==> src/rtl/gate_exerciser.sv <==
// Drives a 2-input gate under test through all four input vectors,
// samples its output after a programmable settle time and accumulates per-vector results.
module gate_exerciser #(
  parameter logic [3:0]  TRUTH         = 4'b0111,
  parameter int unsigned SETTLE_CYCLES = 1
) (
  input  logic       clock,
  input  logic       reset_n,
  input  logic       start,
  input  logic       gate_out,
  output logic       in1,
  output logic       in2,
  output logic       busy,
  output logic       done,
  output logic       pass,
  output logic [2:0] err_count,
  output logic [3:0] err_vector
);

  typedef enum logic [1:0] {
    ST_IDLE,
    ST_RUN,
    ST_DONE
  } state_t;

  localparam logic [3:0] LP_SETTLE = 4'(SETTLE_CYCLES);

  state_t     r_state,      w_state_nxt;
  logic [3:0] r_settle,     w_settle_nxt;
  logic [1:0] r_idx,        w_idx_nxt;
  logic       r_busy,       w_busy_nxt;
  logic       r_done,       w_done_nxt;
  logic       r_pass,       w_pass_nxt;
  logic [2:0] r_err_count,  w_err_count_nxt;
  logic [3:0] r_err_vector, w_err_vector_nxt;

  logic       w_mismatch;

  // The vector index doubles as the gate drive, so in1/in2 hold their last value in IDLE.
  assign in1        = r_idx[1];
  assign in2        = r_idx[0];
  assign busy       = r_busy;
  assign done       = r_done;
  assign pass       = r_pass;
  assign err_count  = r_err_count;
  assign err_vector = r_err_vector;

  assign w_mismatch = (gate_out != TRUTH[r_idx]);

  always_ff @(posedge clock or negedge reset_n) begin
    if (!reset_n) begin
      r_state      <= ST_IDLE;
      r_settle     <= '0;
      r_idx        <= '0;
      r_busy       <= 1'b0;
      r_done       <= 1'b0;
      r_pass       <= 1'b0;
      r_err_count  <= '0;
      r_err_vector <= '0;
    end else begin
      r_state      <= w_state_nxt;
      r_settle     <= w_settle_nxt;
      r_idx        <= w_idx_nxt;
      r_busy       <= w_busy_nxt;
      r_done       <= w_done_nxt;
      r_pass       <= w_pass_nxt;
      r_err_count  <= w_err_count_nxt;
      r_err_vector <= w_err_vector_nxt;
    end
  end

  always_comb begin
    w_state_nxt      = r_state;
    w_settle_nxt     = r_settle;
    w_idx_nxt        = r_idx;
    w_busy_nxt       = r_busy;
    w_done_nxt       = 1'b0;
    w_pass_nxt       = r_pass;
    w_err_count_nxt  = r_err_count;
    w_err_vector_nxt = r_err_vector;

    unique case (r_state)
      ST_IDLE: begin
        if (start) begin
          w_state_nxt      = ST_RUN;
          w_idx_nxt        = '0;
          w_settle_nxt     = LP_SETTLE;
          w_busy_nxt       = 1'b1;
          w_pass_nxt       = 1'b0;
          w_err_count_nxt  = '0;
          w_err_vector_nxt = '0;
        end
      end

      ST_RUN: begin
        if (r_settle != '0) begin
          w_settle_nxt = r_settle - 4'd1;
        end else begin
          if (w_mismatch) begin
            w_err_vector_nxt[r_idx] = 1'b1;
            w_err_count_nxt         = r_err_count + 3'd1;
          end
          if (r_idx == 2'd3) begin
            // Pass uses the updated count so the final vector's result is included.
            w_state_nxt = ST_DONE;
            w_busy_nxt  = 1'b0;
            w_done_nxt  = 1'b1;
            w_pass_nxt  = (w_err_count_nxt == '0);
          end else begin
            w_idx_nxt    = r_idx + 2'd1;
            w_settle_nxt = LP_SETTLE;
          end
        end
      end

      ST_DONE: begin
        w_state_nxt = ST_IDLE;
      end

      default: begin
        w_state_nxt = ST_IDLE;
      end
    endcase
  end

endmodule

==> config.mk <==
export PLATFORM = sky130hd
export DESIGN_NAME = gate_exerciser
export DESIGN_NICKNAME = d
export VERILOG_FILES = /design/src/rtl/gate_exerciser.sv
export SDC_FILE = /design/constraint.sdc
export NUM_CORES = 1
export LEC_CHECK = 0
export CAP_MARGIN = 25
export CORE_MARGIN = 1.5
export CORE_UTILIZATION = 55
export CTS_CLUSTER_DIAMETER = 30
export DETAILED_ROUTE_END_ITERATION = 6
export PLACE_DENSITY_LB_ADDON = 0.1
export SETUP_SLACK_MARGIN = 0.5
export SLEW_MARGIN = 20
export SYNTH_ARGS = -nofsm -noshare
export SYNTH_HDL_FRONTEND = slang
export SYNTH_SLANG_ARGS = --single-unit
==> constraint.sdc <==
create_clock -name clock -period 3.1 [get_ports clock]
set_input_delay 0.31 -clock clock [delete_from_list [all_inputs] [get_ports clock]]
set_output_delay 0.31 -clock clock [all_outputs]
set_load 0.02 [all_outputs]
# Word level (Yosys, flattened, before mapping)
# Index checks and enable logic that the tools add are counted.
[word_totals] ram_bits=0 inputBits=4 rom_bits=0 latchBits=0 n_memories=0 reg_bits=18
[classes] eq_ne=9 add_sub_neg=3 bitwise_logic=1 n_reduce_logical=11 n_lt_le_gt_ge=2 n_div=0 mux=37 n_shift=0 n_mul=0
[ops] op="4-bit 2-to-1 mux" n=6
[ops] op="4-bit case mux with 2 select lines" n=2
[ops] op="3-bit 2-to-1 mux" n=5
[ops] op="2-bit 2-to-1 mux" n=6
[ops] op="4-bit AND reduction" n=3
[ops] op="1-bit 2-to-1 mux" n=11
[ops] op="2-bit inequality test, second input constant" n=5
[ops] op="3-bit AND reduction" n=3
[ops] op="2-bit case mux with 2 select lines" n=2
[ops] op="3-bit case mux with 2 select lines" n=1
[ops] op="4-bit OR" n=1
[ops] op="1-bit case mux with 2 select lines" n=2
[ops] op="4-bit nonzero test" n=1
[ops] op="4-bit by 1-bit subtractor with 4-bit output, second input constant" n=1
[ops] op="3-bit by 1-bit adder with 3-bit output, second input constant" n=1
[ops] op="3-bit logical NOT" n=1
[ops] op="2-bit by 3-bit < comparator with 1-bit output, second input constant" n=1
[ops] op="3-bit inequality test, second input constant" n=1
[ops] op="2-bit by 1-bit adder with 2-bit output, second input constant" n=1
[ops] op="1-bit binary-select mux with 2-bit select" n=1
[ops] op="1-bit demux with 2-bit select" n=1
[ops] op="2-bit by 1-bit equality test with 1-bit output, second input constant" n=1
[ops] op="2-bit equality test, second input constant" n=1
[ops] op="2-bit by 1-bit greater-or-equal comparator with 1-bit output, second input constant" n=1
[ops] op="4 further kinds" n=4

# Depth between registers and ports, before layout
# Gate-level depths: netlist of the first run.
[depth] ltp_word=10 mapped_depth=7 ltp_nobuf=7

# Worst setup path after synthesis of the first run
# Ideal clock, no wire load.
[synth_timing] kind="flip-flop to flip-flop" from="register r_idx[1]" to="register r_err_count[2], in the netlist err_count[2]" stages_incl_launch_ff=7 path_slack_ns=1.451 required_ns=2.982 arrival_time_ns=1.531 period_less_slack_ns=1.649 path_cell_list="dfrtp_1 > ha_1 > buf_4 > xor2_1 > nor2_1 > xor2_1 > a21o_1"
[synth_between] elab_chain_len=8
[synth_lines] element="start, declared" line="30" source="logic [1:0] r_idx, w_idx_nxt;"
[synth_lines] element="start signal, assigned" line="63" source="r_idx <= w_idx_nxt;"
[synth_lines] element="1-bit binary-select mux with 2-bit select" line="48" source="assign w_mismatch = (gate_out != TRUTH[r_idx]);"
[synth_lines] element="1-bit 2-to-1 mux (not written as such)" line="48"
[synth_lines] element="1-bit inequality test" line="48"
[synth_lines] element="3-bit 2-to-1 mux" line="99" source="if (w_mismatch) begin"
[synth_lines] element="3-bit 2-to-1 mux" line="96" source="if (r_settle != '0) begin"
[synth_lines] element="3-bit 2-to-1 mux" line="82" source="unique case (r_state)"
[synth_lines] element="3-bit 2-to-1 mux" line="96"
[synth_lines] element="3-bit case mux with 2 select lines" line="82"
[synth_lines] element="end signal, assigned" line="67" source="r_err_count <= w_err_count_nxt;"
[synth_lines] element="end, declared" line="34" source="logic [2:0] r_err_count, w_err_count_nxt;"
# Every way passes these cells. The select of a mux whose other input is x is not followed.
# A chain may end at the register's enable or synchronous reset.

# Worst setup path after layout of the first run
[layout_timing] from="register r_idx[1]" to="register r_pass, in the netlist pass"
[layout_between] elab_chain_len=10
[layout_lines] element="1-bit binary-select mux with 2-bit select" line="48"
[layout_lines] element="1-bit 2-to-1 mux (not written as such)" line="48"
[layout_lines] element="1-bit inequality test" line="48"
[layout_lines] element="3-bit 2-to-1 mux" line="99"
[layout_lines] element="3-bit 2-to-1 mux" line="96"
[layout_lines] element="3-bit 2-to-1 mux" line="82"
[layout_lines] element="3-bit logical NOT" line="108" source="w_pass_nxt = (w_err_count_nxt == '0);"
[layout_lines] element="1-bit 2-to-1 mux" line="103" source="if (r_idx == 2'd3) begin"
[layout_lines] element="1-bit 2-to-1 mux" line="96"
[layout_lines] element="1-bit case mux with 2 select lines" line="82"
[layout_lines] element="end signal, assigned" line="66" source="r_pass <= w_pass_nxt;"
[layout_lines] element="end, declared" line="33" source="logic r_pass, w_pass_nxt;"
# Several ways; a longest one is shown, not always the timed one. The select of a mux whose other input is x is not followed.

==> results, run 1 <==
- By count the netlist is led by 18 x sky130_fd_sc_hd__dfrtp_1, 8 x sky130_fd_sc_hd__nor2_1, 7 x sky130_fd_sc_hd__ha_1, 7 x sky130_fd_sc_hd__inv_1, 5 x sky130_fd_sc_hd__nand2_1.
- The routed layout has between 600 and 700 vias.
- The via-per-instance ratio is approximately 5.7.
- The final number of hold-violating endpoints was 0.
- The first detailed-routing pass ran for 6 iterations.
- The part of the cycle the worst path needs is 56.52%.
- In the routed design, unresolved DRC markers number 3.
- The relative slew slack is 47.53%.
- The tightest min-delay check is of the input port to async pin type.
- STA puts the critical path data required time at 3320 ps.
- The height of the die is 44.64 um.
- The filler cell count is 112.
- During placement, the flow inserted port buffers numbering 15.
- The remaining antenna violation count is 0.
- 16 I/O pins were placed.
- Static timing analysis puts the maximum clock frequency at 0.5708 GHz.
- The post-layout minimum cycle time is between 1500 and 2000 ps.
- In this run the biggest area consumer among cell types represents 47.24% of the synthesized area.
- The final reports fail on design-rule violations.
- The portion of the post-synthesis area used by sequential elements is 47.24%.
- On the final layout, the worst clock skew is 1.239 ps.
- Summed over all failing endpoints, the final setup total negative slack is 0 ps.
- Clock latency on the worst-skew pair, taken at its later pin, is 290 ps.
- The number of pins exceeding their max-slew limit in the final report is 0.
- The per-instance average area after synthesis is 10.83 sq um.
- CTS placed an instance of sky130_fd_sc_hd__clkbuf_4 at the clock tree root.
- The signal on the critical path passes through ha_1 -> xor2_1 -> nor3b_1 -> o211ai_1 -> o21ai_1.
- Counting both buffers and inverters, the worst setup path holds a total of 0.
- The initial utilization of the core area, before any placement, comes to 61.16%.
- The number of rows created at floorplan is 14.
- The number of buffers inserted by post-CTS setup repair is 0.
- The number of unique standard cell types used by synthesis is 35.
- The half-perimeter wire length after placement is about 1200 um.
- The via count of the first global-routing pass is 634.
- The summed instance area of the synthesized netlist is 953.4 sq um.
- The total power after layout is 0.001231 W.
- The worst setup path is captured at a register.
- Across the run, the number of max-cap violations was 0.
- The relative area change from synthesis to final layout is 19.68%.
- The number of clock buffers inserted by TritonCTS is 3.
- The most used flip-flop cell after synthesis is sky130_fd_sc_hd__dfrtp_1.
- In this run, the number of DRC markers left after iteration 0 of detailed routing was 14.
- Cells with a size suffix above 1 make up 7.619% of the layout.
- The largest net degree at the start of global routing is 19.
- STA classifies the critical path startpoint as a register.
- The CTS tree is done.
- The post-synthesis cell type with the largest combined area is sky130_fd_sc_hd__dfrtp_1.
- The slowest stage of the critical path is the sky130_fd_sc_hd__dfrtp_1 cell.
- The total congestion overflow after global routing is 0.
- The maximum fanout along the worst path is 9.
- The count of hold-fix buffers inserted at cts is 0.
- After clock tree synthesis, the clock-pin slew on the worst setup and hold paths is around 100 ps.
- The worst-margin pin slew is 784.6 ps.
- The number of levels the H-tree was split into is 1.
- The core region is 1559 sq um.
- By area the synthesized netlist is led by sky130_fd_sc_hd__dfrtp_1 47%, sky130_fd_sc_hd__ha_1 9.2%, sky130_fd_sc_hd__a22o_1 3.7%, sky130_fd_sc_hd__nor2_1 3.1%, sky130_fd_sc_hd__inv_1 2.8%.
- The synthesized design contains 0 enable-type register cells.
- The worst voltage drop across the vdd grid is 602.8 uV.
- The flow ran to the end, but the final reports show violations.
- Global routing consumed, over all layers together, 18.99% of the routing resources.
- At the end of routability-driven placement, the weighted congestion stood at around 0.80.
- The total wirelength of the detailed-routed design is 1653 um.
- The routed length per placed instance is between 10 and 15 um.
- Dividing total power by cell area gives a power density of 1079 nW/um^2.
- The initial antenna violation count is 0.
- The floorplan step set the die width to 44.64 um.
- After synthesis, the share of flip-flops with an asynchronous set or reset is 100.0%.
- On the worst path, the slowest cell contributes a delay of between 400 and 500 ps.
- The maximum clock path buffer count is 2.
- For this run, the post-layout net count is 117.
- The number of gates resized after CTS was 0.
- The post-synthesis instance total is 88.
- The post-synthesis net count is 99.
- The global-route wire length before repair is 2746 um.
- The antenna diode count is 0.
- The arrival time of the worst setup path is 1980 ps.
- The synthesis warning total is 0.
- The start-to-end type of the worst setup path is register to register.
- The count of state elements after synthesis is 18.
- The cell with the most instances after synthesis is sky130_fd_sc_hd__dfrtp_1.
- The number of clock sinks is 18.
- Setup repair after global routing left no endpoint under its margin.
- The floorplan step defined a die boundary enclosing 1992 sq um.
- The count of endpoints failing setup in the final report is 0.
- The kind of cell with the highest combined delay on the critical path is flip-flops.
- The standby leakage power is 0.5264 nW.
[sequential cells by signal, indices dropped and copies added, names as in the netlist]
signal	cells
err_vector	4
r_settle	4
r_idx	2
busy	1
done	1
err_count	3
r_state	2
pass	1
[logic make-up (layout without fill, tap and decap cells)]
logic type	after synthesis	count (layout)	share of synthesized area, %
multiplexers	1	1	1.050
XOR/XNOR	3	3	2.756
flip-flops	18	18	47.24
adder cells (fa/ha/maj)	7	7	9.186
AO/OA/AOI/OAI	24	24	18.77
AND/OR/NAND/NOR	26	26	16.27
buffers and inverters	9	26	4.725
[per-stage QoR]
step	hold WS [ps]	instances	instance area (sq um)	setup slack, ps	util (%)
3_5_place_dp	481.9	117	1105	1202	70.87
4_1_cts	494.5	121	1141	1345	73.19
2_1_floorplan	14.41	88	953.4	1451	-
3_3_place_gp	478.7	117	1105	1247	70.87
6_report	471.0	121	1141	1348	73.19
5_1_grt	524.5	121	1141	1164	73.19
[worst paths after layout]
path | startpoint | endpoint | slack, ps | cells past startpoint
max reg2reg | r_idx[1]$_DFFE_PN0P_ | pass$_DFFE_PN0P_ | 1350 | 5
min in group clock | r_settle[0]$_DFFE_PN0P_ | r_settle[0]$_DFFE_PN0P_ | 500 | 1
min | reset_n | err_vector[0]$_DFFE_PN0P_ | 470 | 1
min reg2reg | r_settle[0]$_DFFE_PN0P_ | r_settle[0]$_DFFE_PN0P_ | 500 | 1
max | r_idx[1]$_DFFE_PN0P_ | pass$_DFFE_PN0P_ | 1350 | 5
max in group asynchronous | reset_n | r_settle[1]$_DFFE_PN0P_ | 2150 | 1
[routing by layer]
metal | share of wire (%) | global-route usage (%)
met4 | 0 | 6.061
met3 | 4.4 | 4.898
met1 | 46 | 23.96
met5 | 0 | 0
met2 | 50 | 31.59
[power breakdown]
group	internal, W	leakage [nW]	switching (W)
combinational	0.000309	0.280	0.000349
clock	0.0000714	0.0210	0.0000720
sequential	0.000336	0.226	0.0000936
[final cells by class]
type,count,area [sq um],share of cell area [%]
Multi-Input combinational cell,61,457.9,40.13
Sequential cell,18,450.4,39.47
Timing Repair Buffer,15,150.1,13.16
Clock buffer,4,36.28,3.180
Inverter,7,26.28,2.303
Tap cell,16,20.02,1.754
[worst reg2reg max path: stages (launching register included)]
cell	delay [ps]
sky130_fd_sc_hd__dfrtp_1	450
sky130_fd_sc_hd__ha_1	420
sky130_fd_sc_hd__xor2_1	340
sky130_fd_sc_hd__nor3b_1	230
sky130_fd_sc_hd__o211ai_1	110
sky130_fd_sc_hd__o21ai_1	130
[cells in the final DEF (no fill, tap or decap), drive strengths merged]
master and n:
dfrtp 18, clkdlybuf4s50 15, nor2 8, inv 7, ha 7, nand2 5, o21ai 5, a22o 4
a21oi 4, clkbuf 4, nor3b 3, and2 2, o2bb2ai 2, xor2 2, or3 2, or3b 2
nand4bb 1, or2b 1, o21a 1, a22oi 1, o21bai 1, a31o 1, o211ai 1, and2b 1
a31oi 1, a21o 1, nor3 1, a311oi 1, xnor2 1, o32ai 1, mux2i 1
No activity file was read; power rests on OpenSTA's default activity.
==> run 2, diff against run 1 <==
- CORE_UTILIZATION: 55 -> 51
- clock period: 3.1 -> 1.7 ns (I/O delays scaled with it)
==> results, run 2 (same netlist as run 1, synthesis figures left out) <==
- The placeable core region is 1745 sq um (+12%).
- The first-pass iteration count of the detailed router is 4 (-2).
- The number of levels the H-tree was split into is 1 (unchanged).
- The worst-margin pin slew is 288.2 ps (-496.4 ps).
- The via count of the first global-routing pass is 758 (+20%).
- STA classifies the critical path endpoint as a register.
- The start-to-end type of the worst setup path is register to register.
- The initial core utilization is 54.62% (-6.5 points).
- The part of the cycle the worst path needs is 93.23% (+37 points).
- The initial antenna violation count is 0 (unchanged).
- Setup repair after global routing could not meet its margin everywhere.
- The relative slew slack came to 80.73% (+33 points).
- The aggregate negative setup slack came to 0 ps (unchanged).
- The remaining antenna violation count was 0 (unchanged).
- The library cell used most frequently in the layout, excluding fill and tap cells, is sky130_fd_sc_hd__buf_4.
- The data required time at the worst endpoint is 1930 ps (-1390 ps).
- The share of the core filled with cells is 81.15% (+8.0 points).
- The total wirelength of the detailed-routed design came to 2372 um (+43%).
- The final number of hold-violating endpoints came to 0 (unchanged).
- The die width is 46.24 um (+3.6%).
- The number of clock buffers inserted by TritonCTS came to 3 (unchanged).
- The routed length per placed instance is 15.71 um (+15%).
- The top layer used by detailed routing is met4.
- The filler cell count is 109 (-2.7%).
- The final RePlAce weighted congestion was 0.7699 (-3.5%).
- The number of nets at the end of the flow is 138 (+18%).
- The total routed wire length on the met1 layer is 1046 um (+38%).
- The half-perimeter wire length after placement came to 1365 um (+9.6%).
- The aggregate global-route resource usage is 23.43% (+4.4 points).
- Compared with the post-synthesis result, the final layout area differs by 48.56%.
- The number of DRC violations after detailed routing is 0 (-3).
- The clock latency of the later-clocked register in the worst-skew pair is 300 ps (about the same).
- The number of clock sinks is 18 (unchanged).
- The global-route wire length before repair is 3408 um (+24%).
- The largest net degree at the start of global routing is 19 (unchanged).
- The count of endpoints failing setup in the final report is 0 (unchanged).
- The flow ran to the end, and the final reports show no timing, DRC or antenna violations.
- The height of the die is 46.24 um (+3.6%).
- The total met2 wirelength after detailed routing is 1197 um (+45%).
- The maximum clock frequency is 0.6310 GHz (+11%).
- The antenna diode count is 0 (unchanged).
- The total power density per cell area is 2031 nW/um^2 (+88%).
- The port buffer count is 15 (unchanged).
- The number of max-cap violations was 0 (unchanged).
- The number of pins exceeding their max-slew limit in the final report was 0 (unchanged).
- The detailed-routed wire length on met3 was 85 um (+18%).
- The cell type of the slowest stage on the worst timing path is sky130_fd_sc_hd__dfrtp_1.
- The maximum fanout along the worst path is 5 (-4).
- The number of rows created at floorplan is 15 (+1).
- The die footprint is 2138 sq um (+7.3%).
- The total congestion overflow after global routing is 0 (unchanged).
- The maximum clock path buffer count came to 2 (unchanged).
- The critical path goes through inv_2 -> ha_4 -> nor3b_4 -> a31o_1 -> buf_6 -> o21ai_2 -> a21oi_2.
- The count of pins on the block boundary was 16 (unchanged).
- The clock transition at the registers of the reported paths is 110 ps (about the same).
- The startpoint type of the worst setup path is a register.
- The worst voltage drop across the vdd grid is 1352 uV (+120%).
- The via-per-instance ratio is 5.510 (-3.1%).
- The stage delay of the slowest cell on the critical path is 420 ps (-30 ps).
- In the layout the commonest cells are 20 x sky130_fd_sc_hd__buf_4, 15 x sky130_fd_sc_hd__dfrtp_1, 7 x sky130_fd_sc_hd__clkdlybuf4s15_1.
- The placement-stage worst setup slack is 40.58 ps (-1161 ps).
- The overall via count from detail_route came to 832 (+21%).
- The arrival time of the worst setup path is 1820 ps (-160 ps).
- TritonCTS built the clock tree.
- The worst clock skew on the final layout is 4.906 ps (+3.667 ps).
- The total power after layout was 0.002877 W (+130%).
- The minimum setup slack in the final design is 115.1 ps (-1233 ps).
- The type of the worst min-delay path is input port to async pin.
- The share of layout cells above drive strength 1 is 42.86% (+35 points).
- The post-layout minimum cycle time came to 1585 ps (-167.1 ps).
- The standby leakage power was 0.6543 nW (+24%).
- CTS placed an instance of sky130_fd_sc_hd__clkbuf_4 at the clock tree root.
- The violation count after the first detailed-routing iteration is 24 (+10).
[run 2: cell count changes in the layout (fill, tap and decap cells not counted), sizes merged]
| cell | before | now |
|---|---|---|
| clkdlybuf4s15 | 0 | 7 |
| clkbuf | 4 | 5 |
| buf | 0 | 25 |
| clkdlybuf4s50 | 15 | 3 |
[run 2: timing repair]
item | in CTS | in global routing
setup buffers | 15 | 1
setup endpoints to repair | 30 | 30
hold buffers | 0 | 0
pin swaps | 11 | 6
hold endpoints to repair | 0 | 0
resized for setup | 36 | 19
[run 2: final cells by class]
cell class	instances	area (sq um)	share of cell area, %
repair buffers	36	292.8	20.67
flip-flops and latches	18	454.2	32.07
inverters	7	28.78	2.032
multi-input cells	61	573.1	40.46
clock buffers	4	36.28	2.562
well taps	25	31.28	2.208
[run 2: path summary, 6_finish.rpt]
path	from	end	slack, ps	cells after the start
setup / recovery	r_settle[1]$_DFFE_PN0P_	r_settle[3]$_DFFE_PN0P_	120	7
hold / removal	reset_n	r_settle[1]$_DFFE_PN0P_	190	2
setup reg to reg	r_settle[1]$_DFFE_PN0P_	r_settle[3]$_DFFE_PN0P_	120	7
hold reg to reg	err_vector[3]$_DFFE_PN0P_	err_vector[3]$_DFFE_PN0P_	510	1
max in group asynchronous	reset_n	err_count[0]$_DFFE_PN0P_	1290	2
min in group clock	err_vector[3]$_DFFE_PN0P_	err_vector[3]$_DFFE_PN0P_	510	1
[run 2: through the flow]
stage               instance area [sq um]  cells  hold WS [ps]
global route                         1416    151         187.7
detailed placement                   1202    131         483.5
CTS                                  1398    150         192.2
global placement                     1202    131         474.2
finish                               1416    151         188.8
floorplan                            1006     88        -125.6
[run 2: worst max-delay path: cells and delay by family (launching register included)]
kind / cells / cell delay (ps)
AND/OR/NAND/NOR: 1 / 270
adder cells (fa/ha/maj): 1 / 140
buffers and inverters: 2 / 220
flip-flops: 1 / 420
AO/OA/AOI/OAI: 3 / 460
[run 2: where the power goes]
part | internal [W] | switching [W]
combinational | 0.000870 | 0.000942
clock | 0.000131 | 0.000137
sequential | 0.000621 | 0.000175
total | 0.00162 | 0.00125
[run 2: metal layers]
| layer | global-route usage (%) | vias to the layer above |
|---|---|---|
| li1 | - | 387 |
| met1 | 30.25 | 413 |
| met2 | 38.61 | 26 |
| met3 | 4.706 | 6 |
| met4 | 8.571 | 0 |
| met5 | 0 | - |
==> run 3, diff against run 2 <==
- clock period: 1.7 -> 1.5 ns (I/O delays scaled with it)
==> results, run 3 (same netlist as run 1, synthesis figures left out) <==
- The number of levels the H-tree was split into is 1 (unchanged).
- The checks that failed: negative setup slack.
- The via-per-instance ratio is 5.591 (+1.5%).
- The aggregate negative setup slack was -596.8 ps (-596.8 ps).
- The relative slew slack is 77.46% (-3.3 points).
- The number of DRC violations after detailed routing is 0 (unchanged).
- The aggregate global-route resource usage is 24.96% (+1.5 points).
- The remaining antenna violation count is 0 (unchanged).
- The half-perimeter wire length after placement was 1419 um (+4.0%).
- The placeable core region is 1745 sq um (unchanged).
- The tree is rooted in a sky130_fd_sc_hd__clkbuf_4.
- The worst voltage drop across the vdd grid was 1947 uV (+44%).
- The first-pass iteration count of the detailed router was 4 (unchanged).
- The maximum fanout along the worst path is 6 (+1).
- The critical path launch point is r_settle[1]$_DFFE_PN0P_.
- The number of pins exceeding their max-slew limit in the final report came to 0 (unchanged).
- The largest net degree at the start of global routing is 19 (unchanged).
- The number of clock sinks came to 18 (unchanged).
- The most common cell after layout, fill and taps aside is sky130_fd_sc_hd__buf_4.
- The standby leakage power is 0.7208 nW (+10%).
- The antenna diode count is 0 (unchanged).
- The area growth from synthesis to layout is 66.93%.
- The signal on the critical path passes through inv_2 -> ha_4 -> buf_4 -> nand4bb_4 -> nor3_4 -> mux2i_1.
- The startpoint type of the worst setup path is a register.
- The worst setup path is captured at a register.
- The cell type of the slowest stage on the worst timing path is sky130_fd_sc_hd__dfrtp_1.
- The worst-margin pin slew is 334.5 ps (+46.35 ps).
- The logic depth of the worst register-to-register path is 6 (-1).
- The number of placed instances with taps included is 136 (+3.8%).
- The final RePlAce weighted congestion came to 0.7412 (-3.7%).
- The data required time at the worst endpoint is 1720 ps (-210 ps).
- The setup slack of the most critical reg-to-reg path was -110 ps (-220 ps).
- The violation count after the first detailed-routing iteration is 26 (+8.3%).
- The total congestion overflow after global routing is 0 (unchanged).
- The die width is 46.24 um (unchanged).
- The overall via count from detail_route is 889 (+6.9%).
- The arrival time of the worst setup path is 1830 ps (about the same).
- The via count of the first global-routing pass is 834 (+10%).
- The die footprint came to 2138 sq um (unchanged).
- The post-route non-filler standard cell count is 159 (+5.3%).
- The number of clock buffers inserted by TritonCTS is 3 (unchanged).
- The count of pins on the block boundary is 16 (unchanged).
- The launching point of the worst reg2reg path is r_settle[1]$_DFFE_PN0P_.
- The final number of hold-violating endpoints is 0 (unchanged).
- The worst clock skew on the final layout came to 8.619 ps (+3.714 ps).
- The total wirelength of the detailed-routed design is 3136 um (+32%).
- The filler cell count is 63 (-42%).
- The count of endpoints failing setup in the final report is 11 (+11).
- In this run the worst hold path is classified as input port to async pin.
- The number of rows created at floorplan was 15 (unchanged).
- The part of the cycle the worst path needs is 107.0% (+14 points).
- The start-to-end type of the worst setup path is register to register.
- The initial core utilization is 54.62% (unchanged).
- In the layout the commonest cells are 22 x sky130_fd_sc_hd__buf_4, 18 x sky130_fd_sc_hd__buf_6, 15 x sky130_fd_sc_hd__dfrtp_1.
- The initial antenna violation count is 0 (unchanged).
- The port buffer count came to 15 (unchanged).
- The number of nets at the end of the flow is 146 (+5.8%).
- The maximum clock frequency is 0.6229 GHz (-1.3%).
- The number of max-cap violations came to 0 (unchanged).
- The height of the die is 46.24 um (unchanged).
- The maximum clock path buffer count is 2 (unchanged).
- The stage delay of the slowest cell on the critical path is 420 ps (about the same).
- The global-route wire length before repair was 3719 um (+9.1%).
- The clock transition at the registers of the reported paths is 110 ps (about the same).
- The count of hold-fix buffers inserted at cts is 0 (unchanged).
- The clock latency of the later-clocked register in the worst-skew pair was 310 ps (about the same).
- TritonCTS built the clock tree.
- The share of layout cells above drive strength 1 is 55.97% (+13 points).
- The flow ran to the end, but the final reports show violations.
- The minimum setup slack in the final design is -105.5 ps (-220.6 ps).
- The routed length per placed instance is 19.72 um (+26%).
- The post-layout minimum cycle time is 1605 ps (+20.59 ps).
- Setup repair after global routing could not meet its margin everywhere.
- The total power density per cell area is 2454 nW/um^2 (+21%).
-- run 3: cell types whose count changed in the layout (fill, tap and decap cells not counted), moves of 2 or more --
cell	before	now
sky130_fd_sc_hd__buf_6	2	18
sky130_fd_sc_hd__clkdlybuf4s15_1	7	0
sky130_fd_sc_hd__nor2_4	0	5
sky130_fd_sc_hd__nor2_1	5	1
sky130_fd_sc_hd__buf_2	3	0
sky130_fd_sc_hd__a21oi_1	2	0
sky130_fd_sc_hd__a21oi_2	1	3
sky130_fd_sc_hd__buf_4	20	22
sky130_fd_sc_hd__o21ai_2	2	0
-- run 3: critical path: cells and delay by family, from the launching register on --
kind | cells | cell delay [ps]
and+or+nand+nor | 2 | 490
adders and majority gates | 1 | 140
buffers and inverters | 2 | 210
DFF | 1 | 420
muxes | 1 | 240
-- run 3: layout make-up --
| type | instances | area (sq um) | share of cell area [%] |
|---|---|---|---|
| multi-input combinational | 61 | 630.6 | 39.62 |
| sequential | 18 | 454.2 | 28.54 |
| tap | 25 | 31.28 | 1.965 |
| timing repair buffer | 44 | 417.9 | 26.26 |
| clock buffer | 4 | 26.28 | 1.651 |
| inverter | 7 | 31.28 | 1.965 |
-- run 3: worst paths after layout --
path | endpoint
max | err_count[0]$_DFFE_PN0P_
min | r_state[0]$_DFFE_PN0P_
max reg2reg | err_count[0]$_DFFE_PN0P_
min reg2reg | err_vector[3]$_DFFE_PN0P_
max in group asynchronous | err_count[0]$_DFFE_PN0P_
min in group clock | err_vector[3]$_DFFE_PN0P_
-- run 3: power by group --
part	switching [W]	internal [W]
clock network	0.000165	0.000104
registers	0.000213	0.000704
logic	0.00132	0.00139
-- run 3: stage by stage --
stage | hold slack (ps) | util, % | total power [W] | worst slack (ps) | instance area, sq um
finish | 185.2 | 91.18 | 0.003905 | -105.5 | 1592
global route | 177.3 | 91.18 | 0.004092 | -159.3 | 1592
CTS | 192.4 | 79.64 | 0.003094 | 7.557 | 1390
detailed placement | 492.9 | 71.04 | 0.002525 | -246.7 | 1240
global placement | 473.3 | 71.04 | 0.002469 | -166.4 | 1240
floorplan | -145.6 | - | 0.001926 | 6.105 | 1006
-- run 3: per-layer routing --
metal  vias to the layer above  share of wire [%]  track usage (%)
met5                         -                  0                0
met4                         0                2.4            10.29
met3                         9                5.8            3.137
met2                        35                 47            42.22
met1                       444                 44            31.92
li1                        401                  -                -
-- run 3: timing repair --
item / 4_1_cts / 5_1_grt
setup buffers: 13 / 6
pin swaps: 6 / 15
endpoints found under the hold margin: 0 / 0
setup endpoints to repair: 30 / 30
gates resized for setup: 64 / 46
